<file path="src/rtl/gshare_if.sv">
// Fetch/execute-side bundle for the gshare predictor: prediction query and
// training/repair channel.
interface gshare_if #(
   parameter int N_BITS = 7
);
   logic              predict_valid;
   logic [N_BITS-1:0] predict_pc;
   logic              predict_taken;
   logic [N_BITS-1:0] predict_history;
   logic              train_valid;
   logic              train_taken;
   logic              train_mispredicted;
   logic [N_BITS-1:0] train_history;
   logic [N_BITS-1:0] train_pc;

   modport master (
      output predict_valid, predict_pc,
      input  predict_taken, predict_history,
      output train_valid, train_taken, train_mispredicted, train_history, train_pc
   );

   modport slave (
      input  predict_valid, predict_pc,
      output predict_taken, predict_history,
      input  train_valid, train_taken, train_mispredicted, train_history, train_pc
   );
endinterface

</file>
<file path="src/rtl/gshare_predictor.sv">
// Gshare direction predictor: a table of 2-bit saturating counters indexed by
// PC XOR global history, with combinational lookup and registered training.
module gshare_predictor #(
   parameter int N_BITS = 7
) (
   input  logic     clk,
   input  logic     areset_n,
   gshare_if.slave  bus
);
   localparam int DEPTH = 2 ** N_BITS;

   logic [1:0]        pht_q [DEPTH];
   logic [1:0]        pht_d [DEPTH];
   logic [N_BITS-1:0] ghr_q;
   logic [N_BITS-1:0] ghr_d;
   logic [N_BITS-1:0] predict_idx;
   logic [N_BITS-1:0] train_idx;

   function automatic logic [1:0] sat_update(input logic [1:0] ctr, input logic taken);
      if (taken) return (ctr == 2'b11) ? ctr : ctr + 2'b01;
      else       return (ctr == 2'b00) ? ctr : ctr - 2'b01;
   endfunction

   assign predict_idx         = bus.predict_pc ^ ghr_q;
   assign train_idx           = bus.train_pc ^ bus.train_history;
   // Lookup reads the registered table, so a same-cycle train is seen next cycle.
   assign bus.predict_taken   = pht_q[predict_idx][1];
   assign bus.predict_history = ghr_q;

   always_comb begin
      pht_d = pht_q;
      if (bus.train_valid) begin
         pht_d[train_idx] = sat_update(pht_q[train_idx], bus.train_taken);
      end
   end

   always_comb begin
      ghr_d = ghr_q;
      // Mispredict recovery overrides any speculative shift from fetch.
      if (bus.train_valid && bus.train_mispredicted) begin
         ghr_d = {bus.train_history[N_BITS-2:0], bus.train_taken};
      end else if (bus.predict_valid) begin
         ghr_d = {ghr_q[N_BITS-2:0], bus.predict_taken};
      end
   end

   always_ff @(posedge clk or negedge areset_n) begin
      if (!areset_n) begin
         // NOTE: the table is a flop array (not a RAM) precisely so every entry
         // can be forced to weakly-not-taken by the asynchronous reset.
         for (int i = 0; i < DEPTH; i++) begin
            pht_q[i] <= 2'b01;
         end
         ghr_q <= '0;
      end else begin
         // NOTE: non-blocking here so every flop samples pre-edge values.
         pht_q <= pht_d;
         ghr_q <= ghr_d;
      end
   end
endmodule

</file>
<file path="src/flat_wrapper.sv">
// flat-port wrapper written by rule: the top's interface ports become plain ports
module gshare_predictor_flat 
#(
   parameter int N_BITS = 7
)
  (clk, areset_n, bus_predict_valid, bus_predict_pc, bus_predict_taken, bus_predict_history, bus_train_valid, bus_train_taken, bus_train_mispredicted, bus_train_history, bus_train_pc);
  gshare_if #(.N_BITS(N_BITS)) bus_i ();
  input  logic clk;
  input  logic areset_n;
  input wire logic [$bits(bus_i.predict_valid)-1:0] bus_predict_valid;
  input wire logic [$bits(bus_i.predict_pc)-1:0] bus_predict_pc;
  output wire logic [$bits(bus_i.predict_taken)-1:0] bus_predict_taken;
  output wire logic [$bits(bus_i.predict_history)-1:0] bus_predict_history;
  input wire logic [$bits(bus_i.train_valid)-1:0] bus_train_valid;
  input wire logic [$bits(bus_i.train_taken)-1:0] bus_train_taken;
  input wire logic [$bits(bus_i.train_mispredicted)-1:0] bus_train_mispredicted;
  input wire logic [$bits(bus_i.train_history)-1:0] bus_train_history;
  input wire logic [$bits(bus_i.train_pc)-1:0] bus_train_pc;
  assign bus_i.predict_valid = bus_predict_valid;
  assign bus_i.predict_pc = bus_predict_pc;
  assign bus_predict_taken = bus_i.predict_taken;
  assign bus_predict_history = bus_i.predict_history;
  assign bus_i.train_valid = bus_train_valid;
  assign bus_i.train_taken = bus_train_taken;
  assign bus_i.train_mispredicted = bus_train_mispredicted;
  assign bus_i.train_history = bus_train_history;
  assign bus_i.train_pc = bus_train_pc;
  gshare_predictor #(.N_BITS(N_BITS)) u_core (.clk(clk), .areset_n(areset_n), .bus(bus_i));
endmodule
</file>
<file path="config.mk">
export PLATFORM = sky130hd
export DESIGN_NAME = gshare_predictor_flat
export DESIGN_NICKNAME = d
export VERILOG_FILES = /design/src/rtl/gshare_if.sv /design/src/rtl/gshare_predictor.sv /design/src/flat_wrapper.sv
export SDC_FILE = /design/constraint.sdc
export NUM_CORES = 1
export LEC_CHECK = 0
export ABC_CLOCK_PERIOD_IN_PS = 7350
export BUFFER_PORTS_ARGS = -buffer_cell sky130_fd_sc_hd__buf_2
export CAP_MARGIN = 20
export CELL_PAD_IN_SITES_DETAIL_PLACEMENT = 2
export CELL_PAD_IN_SITES_GLOBAL_PLACEMENT = 2
export CORE_MARGIN = 3
export CORE_UTILIZATION = 40
export DETAILED_ROUTE_END_ITERATION = 10
export PLACE_DENSITY = 0.84
export SKIP_LAST_GASP = 1
export SYNTH_ARGS = -nofsm -noshare
export SYNTH_HDL_FRONTEND = slang
export SYNTH_SLANG_ARGS = --single-unit
</file>
<file path="constraint.sdc">
create_clock -name clk -period 7.35 [get_ports clk]
set_clock_uncertainty 0.1 [all_clocks]
set_input_delay 1.1025 -clock clk [delete_from_list [all_inputs] [get_ports clk]]
set_output_delay 1.1025 -clock clk [all_outputs]
set_load 0.02 [all_outputs]
</file>
==> qor.csv <==
stage;metric;value;unit
routing;met2WireLength;25450;µm
routing;drc_errors;0;
routing;highest_layer;met5;
sta;relSlewSlack;30.68;%
power;power.total;4.585;mW
clock_network;htree_levels;1;
clock_network;cts_buffers;30;
sta;worst_pin_slew;1.038;ns
cells_and_area;n_fill_cell;3432;
cells_and_area;fin_nets;1398;
sta;period_share;75.30;%
die;row_count;66;
sta;setup_viol_count_final;0;
power;peakVddDrop;186.3;µV
hold_path;hp-class;reg2reg;
cells_and_area;synthToLayoutAreaGrowth;12.30;%
placement;dp_cells;1778;
critical_path;cp.required;6.15;ns
placement;finalWeightedCongestion;0.9046;
cells_and_area;ff_latch_area;0.006741;mm²
die;die_w;190.2;µm
grt;grt_use_total;29.08;%
synth;yosysSeqAreaShare;49.66;%
die;fp.coreArea;0.03303;mm²
cells_and_area;multiInputGateArea;0.006455;mm²
clock_network;cts_sinks;263;
die;io_pins;35;
cells_and_area;diodes;0;
synth;synth_edf_count;0;
sta;hold_viol;0;
routing;num_vias;11460;
synth;avgSynthCellArea;10.11;µm²
power;powerDensity;300.7;mW/mm²
sta;final.setup.tns;0;ns
routing;drt-met1-wl;21300;µm
synth;synthFlopType;dfrtp_1;
routing;drtIter0Drc;904;
cells_and_area;fin_util;46.16;%
clock_network;cts_tree;yes;
sta;fmax;180.7;MHz
synth;ys_seq_elements;263;
critical_path;critPathLaunch;bus_predict_pc[1];
synth;synth_nets;1370;
clock_network;clk_pin_slew;0.05;ns
routing;vias_per_cell;6.241;
critical_path;critPathLaunchType;input pin;
routing;wire_per_inst;28.60;µm
sta;finalCriticalPeriod;5.534;ns
critical_path;arrival;4.33;ns
placement;place_hpwl;33500;µm
critical_path;reg2reg_from;u_core.bus.predict_history[1];
synth;ys_warn_count;0;
clock_network;cts_setup_buffers;0;
clock_network;clock-root-buffer;clkbuf_16;
synth;synthArstFlopShare;100.0;%
power;leakagePower;5.930;nW
placement;io_buffers;34;
cells_and_area;fin_cells;1836;
sta;slew_viol_final;0;
synth;synthCells;1343;
flow_run;drv_cap;0;
cells_and_area;drive_gt1_share;25.61;%
routing;first_pass_iters;5;
grt;grt_pass1_wl;80100;µm
critical_path;crit_path_end;bus_predict_taken;
critical_path;reg2reg_slack;3.30;ns
clock_network;clk_latency;0.57;ns
critical_path;path_max_fanout;17;
grt;grt-ovfl-total;0;
clock_network;cts_resized;0;
critical_path;reg2regPathDepth;9;
die;die_h;190.2;µm
grt;antenna_found_initial;1;
synth;synth_cell_types;59;
run_status;status;complete, no violations;
grt;grt_pass1_vias;12820;
sta;rsz0062_at_grt;false;
grt;grt_max_degree;103;
clock_network;holdBufCountCts;0;
routing;wl;52510;µm
die;initial_core_util;41.10;%
hold_path;worstHoldPathCells;2;
routing;wl_met3;3010;µm
die;die-area;0.03619;mm²
clock_network;clock_path_buffers;3;
synth;synth_area;0.01358;mm²
critical_path;critPathKind;in2out;
critical_path;worst_setup_path_end_kind;output port;
routing;postRouteAntennaNets;0;
critical_path;r2r-end;u_core.bus.predict_history[0];
==> layout by cell type, fill, tap and decap left out, types with 3 or more instances in the layout <==
cell type,Yosys,final
a21oi_1,17,17
a221oi_1,15,15
a22oi_1,11,11
a31oi_1,8,8
a32oi_1,5,5
buf_12,4,3
buf_2,33,33
buf_4,5,30
clkbuf_1,25,8
clkbuf_16,0,31
clkbuf_8,0,8
clkinv_2,0,7
dfrtp_1,135,135
dfstp_2,128,128
mux2_2,12,12
mux2i_1,33,33
mux4_1,6,6
mux4_2,63,63
nand2_1,428,428
nand3_1,7,7
nor2_1,42,42
nor3_1,8,8
nor4_1,3,3
o21ai_0,225,225
o21ai_1,30,30
o21ai_2,20,20
o22a_1,6,6
o22ai_1,7,7
o2bb2ai_1,5,5
o31ai_1,3,3
xnor2_1,8,4
xnor2_2,0,4
xor2_1,10,7
xor2_4,1,4
==> through the flow <==
stage	setup WS (ns)	area (µm²)	hold WS, ns
3_3_place_gp	1.512	14220	0.3499
3_5_place_dp	1.278	14220	0.3610
5_1_grt	1.765	15250	0.3906
6_report	1.816	15250	0.3643
4_1_cts	1.805	15200	0.3693
2_1_floorplan	2.426	13580	0.3417
==> per-layer routing <==
layer | up-vias | track usage [%]
li1 | 4853 | -
met2 | 436 | 49.28
met5 | - | 0
met1 | 5998 | 36.64
met3 | 170 | 4.779
met4 | 2 | 13.38
==> worst min path at each step <==
stage	endpoint	start	slack [ns]
final	u_core.pht_q[44]	u_core.pht_q[44]	0.36
after global placement	u_core.pht_q[46]	u_core.pht_q[46]	0.35
after floorplan	u_core.pht_q[224]	u_core.pht_q[224]	0.34
after CTS	u_core.pht_q[44]	u_core.pht_q[44]	0.37
after detailed placement	u_core.pht_q[44]	u_core.pht_q[44]	0.36
after global routing	u_core.pht_q[126]	u_core.pht_q[126]	0.39
==> worst max-delay path: stages <==
cell     delay (ns)
buf_2          0.13
xor2_4         0.67
buf_4          0.47
mux4_2         0.36
mux4_2         0.52
mux2i_1        0.42
a21oi_1        0.16
mux2_2         0.31
buf_2          0.16
==> synth_stat cells, types with 2 or more instances <==
cell type / n / area, µm²
o21ai_0: 225 / 1126
buf_8: 2 / 30.03
a21oi_1: 17 / 85.08
o22ai_1: 7 / 43.79
nor4_1: 3 / 18.77
buf_2: 33 / 165.2
dfrtp_1: 135 / 3378
mux4_2: 63 / 1419
inv_1: 2 / 7.510
nand3_1: 7 / 35.03
or4_1: 2 / 15.01
nand2_1: 428 / 1607
nor2_1: 42 / 157.7
mux2i_1: 33 / 330.3
mux4_1: 6 / 157.7
nor2b_1: 2 / 12.51
o21ai_1: 30 / 150.1
o31ai_1: 3 / 22.52
dfstp_2: 128 / 3363
a31oi_1: 8 / 50.05
a32oi_1: 5 / 43.79
a22oi_1: 11 / 82.58
clkbuf_1: 25 / 93.84
mux2_2: 12 / 135.1
a221oi_1: 15 / 131.4
a211oi_1: 2 / 15.01
o2bb2ai_1: 5 / 43.79
xor2_1: 10 / 87.58
xnor2_1: 8 / 70.07
o22a_1: 6 / 52.55
buf_6: 5 / 56.30
buf_4: 5 / 37.54
maj3_2: 2 / 22.52
nor3_1: 8 / 40.04
a311oi_1: 2 / 17.52
o21ai_2: 20 / 175.2
buf_12: 4 / 80.08
==> kinds of logic (layout without fill, tap and decap cells) <==
kind of cell	Yosys count	count (layout)	synth area share (%)
fa+ha+maj	2	2	0.1659
xor+xnor	20	20	1.484
compound gates	370	370	15.98
buf+inv	76	127	3.466
mux	114	114	15.04
flops	263	263	49.66
simple gates	498	498	14.20
==> final cells by class <==
cell class | instances | area share [%]
repair buffers | 70 | 3.332
clock inverters | 8 | 0.4268
flip-flops and latches | 263 | 44.22
well taps | 442 | 3.627
inverters | 2 | 0.04924
clock buffers | 47 | 6.007
multi-input cells | 1004 | 42.34
==> flip-flops by register name, indices dropped and copies added (netlist names) <==
register / count
u_core.bus.predict_history: 7
u_core.pht_q: 256
==> report_power, final <==
group	switching (mW)	internal, mW
clock network	0.627	0.883
logic	0.696	0.394
registers	0.203	1.78
(Power assumes the default switching activity.)
